==> src/rtl/dmem_arbiter.sv <==
`default_nettype none
// ============================================================================
// Module   : dmem_arbiter
// Brief    : Two-port arbiter/sequencer for the single-port 256x64 data memory.
//            Define MEMARB_RR_EN for round-robin ties (default: port 0 wins).
// Revision : 1.0 - initial release
// ============================================================================
module dmem_arbiter #(
    parameter int ADDR_W = 8,
    parameter int DATA_W = 64
) (
    input  logic              clk,
    input  logic              rst_n,
    input  logic              p0_req,
    input  logic              p0_we,
    input  logic [ADDR_W-1:0] p0_addr,
    input  logic [DATA_W-1:0] p0_wdata,
    output logic              p0_gnt,
    output logic              p0_done,
    output logic [DATA_W-1:0] p0_rdata,
    input  logic              p1_req,
    input  logic              p1_we,
    input  logic [ADDR_W-1:0] p1_addr,
    input  logic [DATA_W-1:0] p1_wdata,
    output logic              p1_gnt,
    output logic              p1_done,
    output logic [DATA_W-1:0] p1_rdata,
    output logic [63:0]       mem_adr,
    output logic [DATA_W-1:0] mem_datain,
    output logic              mem_w,
    output logic              mem_r,
    input  logic [DATA_W-1:0] mem_dataout,
    output logic              busy
);

    typedef enum logic [1:0] {
        S_IDLE   = 2'd0,
        S_ACCESS = 2'd1,
        S_RESP   = 2'd2
    } state_t;

    state_t              r_state;
    state_t              w_state_nxt;
    logic                r_id;
    logic                r_we;
    logic [ADDR_W-1:0]   r_addr;
    logic [DATA_W-1:0]   r_wdata;
    logic [DATA_W-1:0]   r_p0_rdata;
    logic [DATA_W-1:0]   r_p1_rdata;
    logic                w_any;
    logic                w_arb;
    logic                w_win;

    assign w_any = p0_req | p1_req;
    assign w_arb = ((r_state == S_IDLE) || (r_state == S_RESP)) && w_any;

`ifdef MEMARB_RR_EN
    // r_last holds the most recently granted port; ties go to the other one.
    logic r_last;

    assign w_win = (p0_req && p1_req) ? ~r_last : ~p0_req;

    always_ff @(posedge clk or negedge rst_n) begin
        if (!rst_n) begin
            r_last <= 1'b1;
        end else if (w_arb) begin
            r_last <= w_win;
        end
    end
`else
    assign w_win = ~p0_req;
`endif

    always_ff @(posedge clk or negedge rst_n) begin
        if (!rst_n) begin
            r_state <= S_IDLE;
        end else begin
            r_state <= w_state_nxt;
        end
    end

    always_comb begin
        w_state_nxt = r_state;
        case (r_state)
            S_IDLE:   if (w_any) w_state_nxt = S_ACCESS;
            S_ACCESS: w_state_nxt = S_RESP;
            S_RESP:   w_state_nxt = w_any ? S_ACCESS : S_IDLE;
            default:  w_state_nxt = S_IDLE;
        endcase
    end

    always_ff @(posedge clk or negedge rst_n) begin
        if (!rst_n) begin
            r_id    <= 1'b0;
            r_we    <= 1'b0;
            r_addr  <= '0;
            r_wdata <= '0;
        end else if (w_arb) begin
            r_id    <= w_win;
            r_we    <= w_win ? p1_we    : p0_we;
            r_addr  <= w_win ? p1_addr  : p0_addr;
            r_wdata <= w_win ? p1_wdata : p0_wdata;
        end
    end

    // Read data lands only in the winner's register; the other port keeps its value.
    always_ff @(posedge clk or negedge rst_n) begin
        if (!rst_n) begin
            r_p0_rdata <= '0;
            r_p1_rdata <= '0;
        end else if ((r_state == S_ACCESS) && !r_we) begin
            if (r_id) begin
                r_p1_rdata <= mem_dataout;
            end else begin
                r_p0_rdata <= mem_dataout;
            end
        end
    end

    // Memory strobes decode straight from state so an async reset kills them at once.
    always_comb begin
        p0_gnt     = 1'b0;
        p1_gnt     = 1'b0;
        p0_done    = 1'b0;
        p1_done    = 1'b0;
        mem_adr    = '0;
        mem_datain = '0;
        mem_w      = 1'b0;
        mem_r      = 1'b0;
        busy       = (r_state != S_IDLE);
        if (r_state == S_ACCESS) begin
            p0_gnt                = ~r_id;
            p1_gnt                = r_id;
            mem_adr[ADDR_W-1:0]   = r_addr;
            mem_datain            = r_wdata;
            mem_w                 = r_we;
            mem_r                 = ~r_we;
        end
        if (r_state == S_RESP) begin
            p0_done = ~r_id;
            p1_done = r_id;
        end
    end

    assign p0_rdata = r_p0_rdata;
    assign p1_rdata = r_p1_rdata;

endmodule
`default_nettype wire

==> config.mk <==
export PLATFORM = sky130hd
export DESIGN_NAME = dmem_arbiter
export DESIGN_NICKNAME = d
export VERILOG_FILES = /design/src/rtl/dmem_arbiter.sv
export SDC_FILE = /design/constraint.sdc
export NUM_CORES = 1
export LEC_CHECK = 0
export ABC_AREA = 1
export CORE_AREA = 2 2 183 185
export DETAILED_ROUTE_END_ITERATION = 8
export DIE_AREA = 0 0 185 187
export PLACE_DENSITY = 0.69
export SYNTH_ARGS = -nofsm -noshare
export SYNTH_HDL_FRONTEND = slang
export SYNTH_SLANG_ARGS = --single-unit
==> constraint.sdc <==
create_clock -name clk -period 1.8 [get_ports clk]
set_clock_uncertainty 0.05 [all_clocks]
set_input_delay 0.27 -clock clk [delete_from_list [all_inputs] [get_ports clk]]
set_output_delay 0.27 -clock clk [all_outputs]
set_load 0.05 [all_outputs]
==> impl_metrics.toml, run 1 <==
[detailed_routing]
routed_wl_um = 35400
vias = 10000
initialDrtViolationCount = 463
wire_per_inst_um = 16.1
viasPerCell = 4.56
drt_pass1_iterations = 5
drcViolationCount = 0
ant_nets = 0

[logic_synthesis]
syn_avg_cell_area_um2 = 7.59
synthesis.area_um2 = 10200
ys_ff_latch = 204
yosys_warnings = 0
syn_inst = 1341
yosysSeqAreaShare_pct = 50.1
synthDistinctLibCells = 17

[critical_path]
regToRegSetupSlack_ps = 130
worstRegToRegCells = 8
worstPathCellList = "inv_2, nor2_4, inv_8, buf_8, nor2_2, buf_12"
required_ps = 1480
crit_path_start_kind = "register"
critPathSlowestCell = "dfrtp_1"
cp_max_fo = 14
reg2reg_from = "r_state[0]$_DFFE_PN0P_"
cp.arrival_ps = 1700
cpPeakStageDelay_ps = 350
timing.rr.end = "p0_rdata[51]$_DFFE_PN0P_"
worstSetupPathType = "register to output port"
critPathCaptureType = "output port"

[grt]
grt_max_degree = 93
grt_overflow = 0
use_met1_pct = 23.5
grt-busiest-layer = "met2"
use_met3_pct = 6.68
grt_pass1_wl_um = 53400
antenna_found_initial = 2
grt_use_total_pct = 19.4
grt_pass1_vias = 9709
grtUsageMet2_pct = 33.1

[outcome]
failed_checks = "negative setup slack"
status = "complete, but fails checks"

[timing]
tightest_slew_ps = 517
hold_violations = 0
slew_violations = 0
setup_viol = 79
rsz0062_at_grt = "true"
period_share_pct = 112
setup_ws_ps = -225
min_period_ps = 2020
max_freq_mhz = 494
relSlewSlack_pct = 65.7
setup_tns_ps = -13680

[clock_network]
cts_tree = "yes"
cts_sinks = 204
clkTransAtPathRegs_ps = 50
cts_buffers = 24
htreeDepth = 1
clkLatencyLatePin_ps = 520
root_buffer = "clkbuf_16"
cts_buffer_depth = 3

[placement]
pre_cts_ws_ps = 114
place_congestion = 0.814
place_hpwl_um = 24000
dpl_cell_area_um2 = 15200
port_buffers = 420

[finish]
fin_nets = 1956
layout_commonest_cell = "nand2_1"
ff_latch_area_um2 = 5110
multi_input_area_um2 = 4320
nFillCells = 3032
fin_area_um2 = 16700
diodes = 0
areaGrowthSynthToFinish_pct = 64.3
drive_above_1_share_pct = 20.9
most-common-layout-cells = "nand2_1 (549), clkdlybuf4s50_1 (211), dfrtp_1 (203)"

[die]
die_h_um = 187
ios = 477
start_util_pct = 31.0
rows = 67
dieArea_um2 = 34600
core_area_um2 = 32900
die_w_um = 185

[hold_path]
hold_class = "input port to asynchronous set/reset pin"

[power_and_ir_drop]
vdd_drop_max_mv = 0.910
p_total_mw = 26.0
power_leakage_nw = 8.43
powerDensity_nw_per_um2 = 1550

[flow_run]
drv_cap = 0
-- Yosys cell counts --
library cell | number | area [um^2]
nand3_2 | 2 | 20.0
o21ai_0 | 74 | 370
inv_1 | 146 | 548
buf_2 | 57 | 285
nand2_1 | 550 | 2060
nand4_1 | 128 | 801
nor2_1 | 78 | 293
clkbuf_1 | 17 | 63.8
nor2_4 | 1 | 11.3
dfrtp_1 | 204 | 5100
or2_2 | 1 | 6.26
buf_4 | 76 | 571
clkinv_1 | 1 | 3.75
conb_1 | 1 | 3.75
inv_2 | 3 | 11.3
buf_6 | 1 | 11.3
o21ai_4 | 1 | 16.3
-- registers in the layout, summed over array words and instances, names as in the netlist --
signal / cells
r_id: 1
r_we: 1
r_state: 2
r_addr: 8
p1_rdata: 64
r_wdata: 64
p0_rdata: 64
-- routing by layer --
layer | wire (um) | share of wire (%)
met1 | 13900 | 39
met2 | 16900 | 48
met3 | 3820 | 11
met4 | 690 | 1.9
met5 | 11 | 0.031
-- cell families (layout without fill, tap and decap cells) --
logic type / count (synthesis) / after routing / share of synthesized area [%]
AND/OR/NAND/NOR: 760 / 760 / 31.4
buffers and inverters: 301 / 661 / 14.7
flip-flops: 204 / 204 / 50.1
AO/OA/AOI/OAI: 75 / 75 / 3.80
other: 1 / 56 / 0.0368
-- final cells by class --
type | instances | area share (%)
Tap cell | 448 | 3.35
Timing Repair Buffer | 471 | 32.3
Sequential cell | 204 | 30.5
Clock buffer | 32 | 4.07
Inverter | 150 | 3.42
Multi-Input combinational cell | 891 | 25.8
Clock inverter | 8 | 0.553
-- critical path: cells and delay by family, from the launching register on --
family | cells | cell delay (ps)
flip-flops | 1 | 350
AND/OR/NAND/NOR | 2 | 320
buffers and inverters | 4 | 500
-- power by group --
group	leakage, nW	internal (mW)	switching, mW
Clock	0.382	2.92	1.92
Combinational	5.53	4.21	9.53
Sequential	2.53	6.34	1.08
Total	8.43	13.5	12.5
-- what timing repair did --
| action | in CTS | in global routing |
|---|---|---|
| setup endpoints to repair | 97 | 208 |
| resized for setup | 165 | 15 |
| hold endpoints to repair | 163 | 0 |
| pin swaps | 2 | 1 |
| buffers inserted | 5 | 1 |
| hold buffers | 1 | 0 |
| gates cloned | 4 | 2 |
-- worst max path at each step --
stage                                start                  endpoint  slack, ps  depth (start not counted)
floorplan           r_state[1]$_DFFE_PN0P_                mem_adr[0]       -110                          5
global placement                    p1_req   r_wdata[36]$_DFFE_PN0P_        160                          6
detailed placement  r_state[1]$_DFFE_PN0P_  p0_rdata[17]$_DFFE_PN0P_        110                          6
CTS                 r_state[0]$_DFFE_PN0P_            mem_datain[46]       -250                          7
global route        r_state[0]$_DFFE_PN0P_                mem_adr[6]       -310                          6
finish              r_state[0]$_DFFE_PN0P_                mem_adr[6]       -220                          6
-- metrics by stage --
step,cells,hold slack [ps],util [%]
floorplan,1396,-75.6,-
global placement,2151,156,46.2
detailed placement,2151,155,46.2
CTS,2201,170,50.5
global route,2204,214,50.9
finish,2204,201,50.9
Note: power is estimated with default switching activity, not from simulation.
==> inputs of run 2 (changes only) <==
CORE_AREA = 2 2 188 190   (was 2 2 183 185)
DIE_AREA = 0 0 190 192   (was 0 0 185 187)
PLACE_DENSITY = 0.68   (was 0.69)
clock period = 1.82 ns   (was 1.8 ns; I/O delays follow)
==> impl_metrics.toml, run 2 (synthesis results as in run 1) <==
[outcome]
status = "complete, but fails checks"
failed_checks = "negative setup slack"

[grt]
grt_use_total_pct = 18.2
grt_pass1_wl_um = 53200
grt_overflow = 0
grtUsageMet2_pct = 30.8
grt-busiest-layer = "met2"
grt_pass1_vias = 9885
use_met3_pct = 5.10
grt_max_degree = 79
use_met1_pct = 22.7
antenna_found_initial = 3

[critical_path]
cp.arrival_ps = 1710
timing.rr.end = "p0_rdata[5]$_DFFE_PN0P_"
reg2reg_from = "r_state[0]$_DFFE_PN0P_"
path_common_cell = "nor2_4"
worstRegToRegCells = 8
cp_num_buf_inv = 4
regToRegSetupSlack_ps = 80
critPathSlowestCell = "dfrtp_1"
cp_max_fo = 15
cpPeakStageDelay_ps = 360
worstPathCellList = "inv_2, nor2_4, inv_8, buf_16, nor2_4, buf_12"
critPathCaptureType = "output port"
required_ps = 1500
crit_path_start_kind = "register"
worstSetupPathType = "register to output port"
critPathTopFamily = "buffers and inverters"

[power_and_ir_drop]
power_leakage_nw = 8.46
vdd_drop_max_mv = 1.20
powerDensity_nw_per_um2 = 1530

[timing]
max_freq_mhz = 492
slew_violations = 0
setup_viol = 77
rsz0062_at_grt = "true"
tightest_slew_ps = 538
relSlewSlack_pct = 64.3
period_share_pct = 112
setup_ws_ps = -212
min_period_ps = 2030
hold_violations = 0

[clock_network]
htreeDepth = 1
cts_tree = "yes"
cts_buffers = 23
clkLatencyLatePin_ps = 510
cts_sinks = 204
cts_buffer_depth = 3
root_buffer = "clkbuf_16"
clkTransAtPathRegs_ps = 60

[placement]
port_buffers = 420
place_congestion = 0.873
place_hpwl_um = 24500
pre_cts_ws_ps = 178

[finish]
drive_above_1_share_pct = 20.0
areaGrowthSynthToFinish_pct = 65.3
fin_nets = 1954
most-common-layout-cells = "nand2_1 (549), clkdlybuf4s50_1 (211), dfrtp_1 (203)"
layout_commonest_cell = "nand2_1"
postLayoutCoreUtil_pct = 49.1

[hold_path]
hold_class = "input port to asynchronous set/reset pin"

[die]
ios = 477
core_area_um2 = 34300
die_h_um = 192
die_w_um = 190
dieArea_um2 = 36500
rows = 68
start_util_pct = 29.7

[detailed_routing]
drcViolationCount = 0
drt_pass1_iterations = 5
initialDrtViolationCount = 522
vias = 10000
ant_nets = 0
viasPerCell = 4.53
wire_per_inst_um = 16.2
routed_wl_um = 35800

[flow_run]
drv_cap = 0
[run 2: area by class of cell]
| class | instances | area, um^2 |
|---|---|---|
| diodes | 2 | 5.00 |
| clock buffers | 32 | 649 |
| clock inverters | 9 | 148 |
| fillers | 3195 | 17500 |
| inverters | 150 | 576 |
| multi-input cells | 891 | 4390 |
| flip-flops and latches | 204 | 5110 |
| well taps | 455 | 569 |
| repair buffers | 470 | 5400 |
[run 2: worst max-delay path by stage]
| stage | slack (ps) | end | startpoint | depth (start not counted) |
|---|---|---|---|---|
| 2_1_floorplan | -100 | mem_adr[0] | r_state[1]$_DFFE_PN0P_ | 5 |
| 3_3_place_gp | 220 | r_wdata[59]$_DFFE_PN0P_ | p1_req | 6 |
| 3_5_place_dp | 180 | r_wdata[60]$_DFFE_PN0P_ | p1_req | 6 |
| 4_1_cts | -230 | mem_datain[54] | r_state[1]$_DFFE_PN0P_ | 5 |
| 5_1_grt | -260 | mem_datain[41] | r_state[0]$_DFFE_PN0P_ | 6 |
| 6_report | -210 | mem_datain[30] | r_state[0]$_DFFE_PN0P_ | 6 |
[run 2: worst register-to-register path, stage by stage (launching register included)]
cell and delay (ps):
dfrtp_1 360, inv_2 60, nor2_4 180, buf_4 230, buf_16 180, nand3_2 110
buf_12 220, nand2_1 190, nand2_1 50
[run 2: metrics by stage]
step                hold slack [ps]  setup TNS, ps  cells  area [um^2]  power, mW
detailed placement              199              0   2156        15200       20.6
CTS                             236         -13270   2206        16300       25.6
floorplan                     -72.6          -3910   1396        10400       15.6
finish                          241         -13620   2213        16800       25.8
global route                    268         -17630   2213        16800       27.1
global placement                187              0   2156        15200       20.4
[run 2: where the power goes]
| part | total (mW) | internal, mW | switching (mW) |
|---|---|---|---|
| combinational | 13.6 | 4.10 | 9.51 |
| sequential | 7.29 | 6.27 | 1.03 |
| clock | 4.89 | 3.05 | 1.85 |
| total | 25.8 | 13.4 | 12.4 |
[run 2: repair_timing]
| action | 4_1_cts | 5_1_grt |
|---|---|---|
| pin swaps | 2 | 3 |
| resized for setup | 117 | 91 |
| endpoints found under the setup margin | 111 | 97 |
| cloned | 1 | 6 |
| endpoints found under the hold margin | 45 | 0 |
| buffers inserted | 7 | 2 |
| hold buffers | 1 | 0 |
[run 2: routing by layer]
metal	up-vias	wire [um]
met5	-	0
li1	4850	-
met2	416	17500
met4	0	742
met1	4708	14400
met3	51	3250
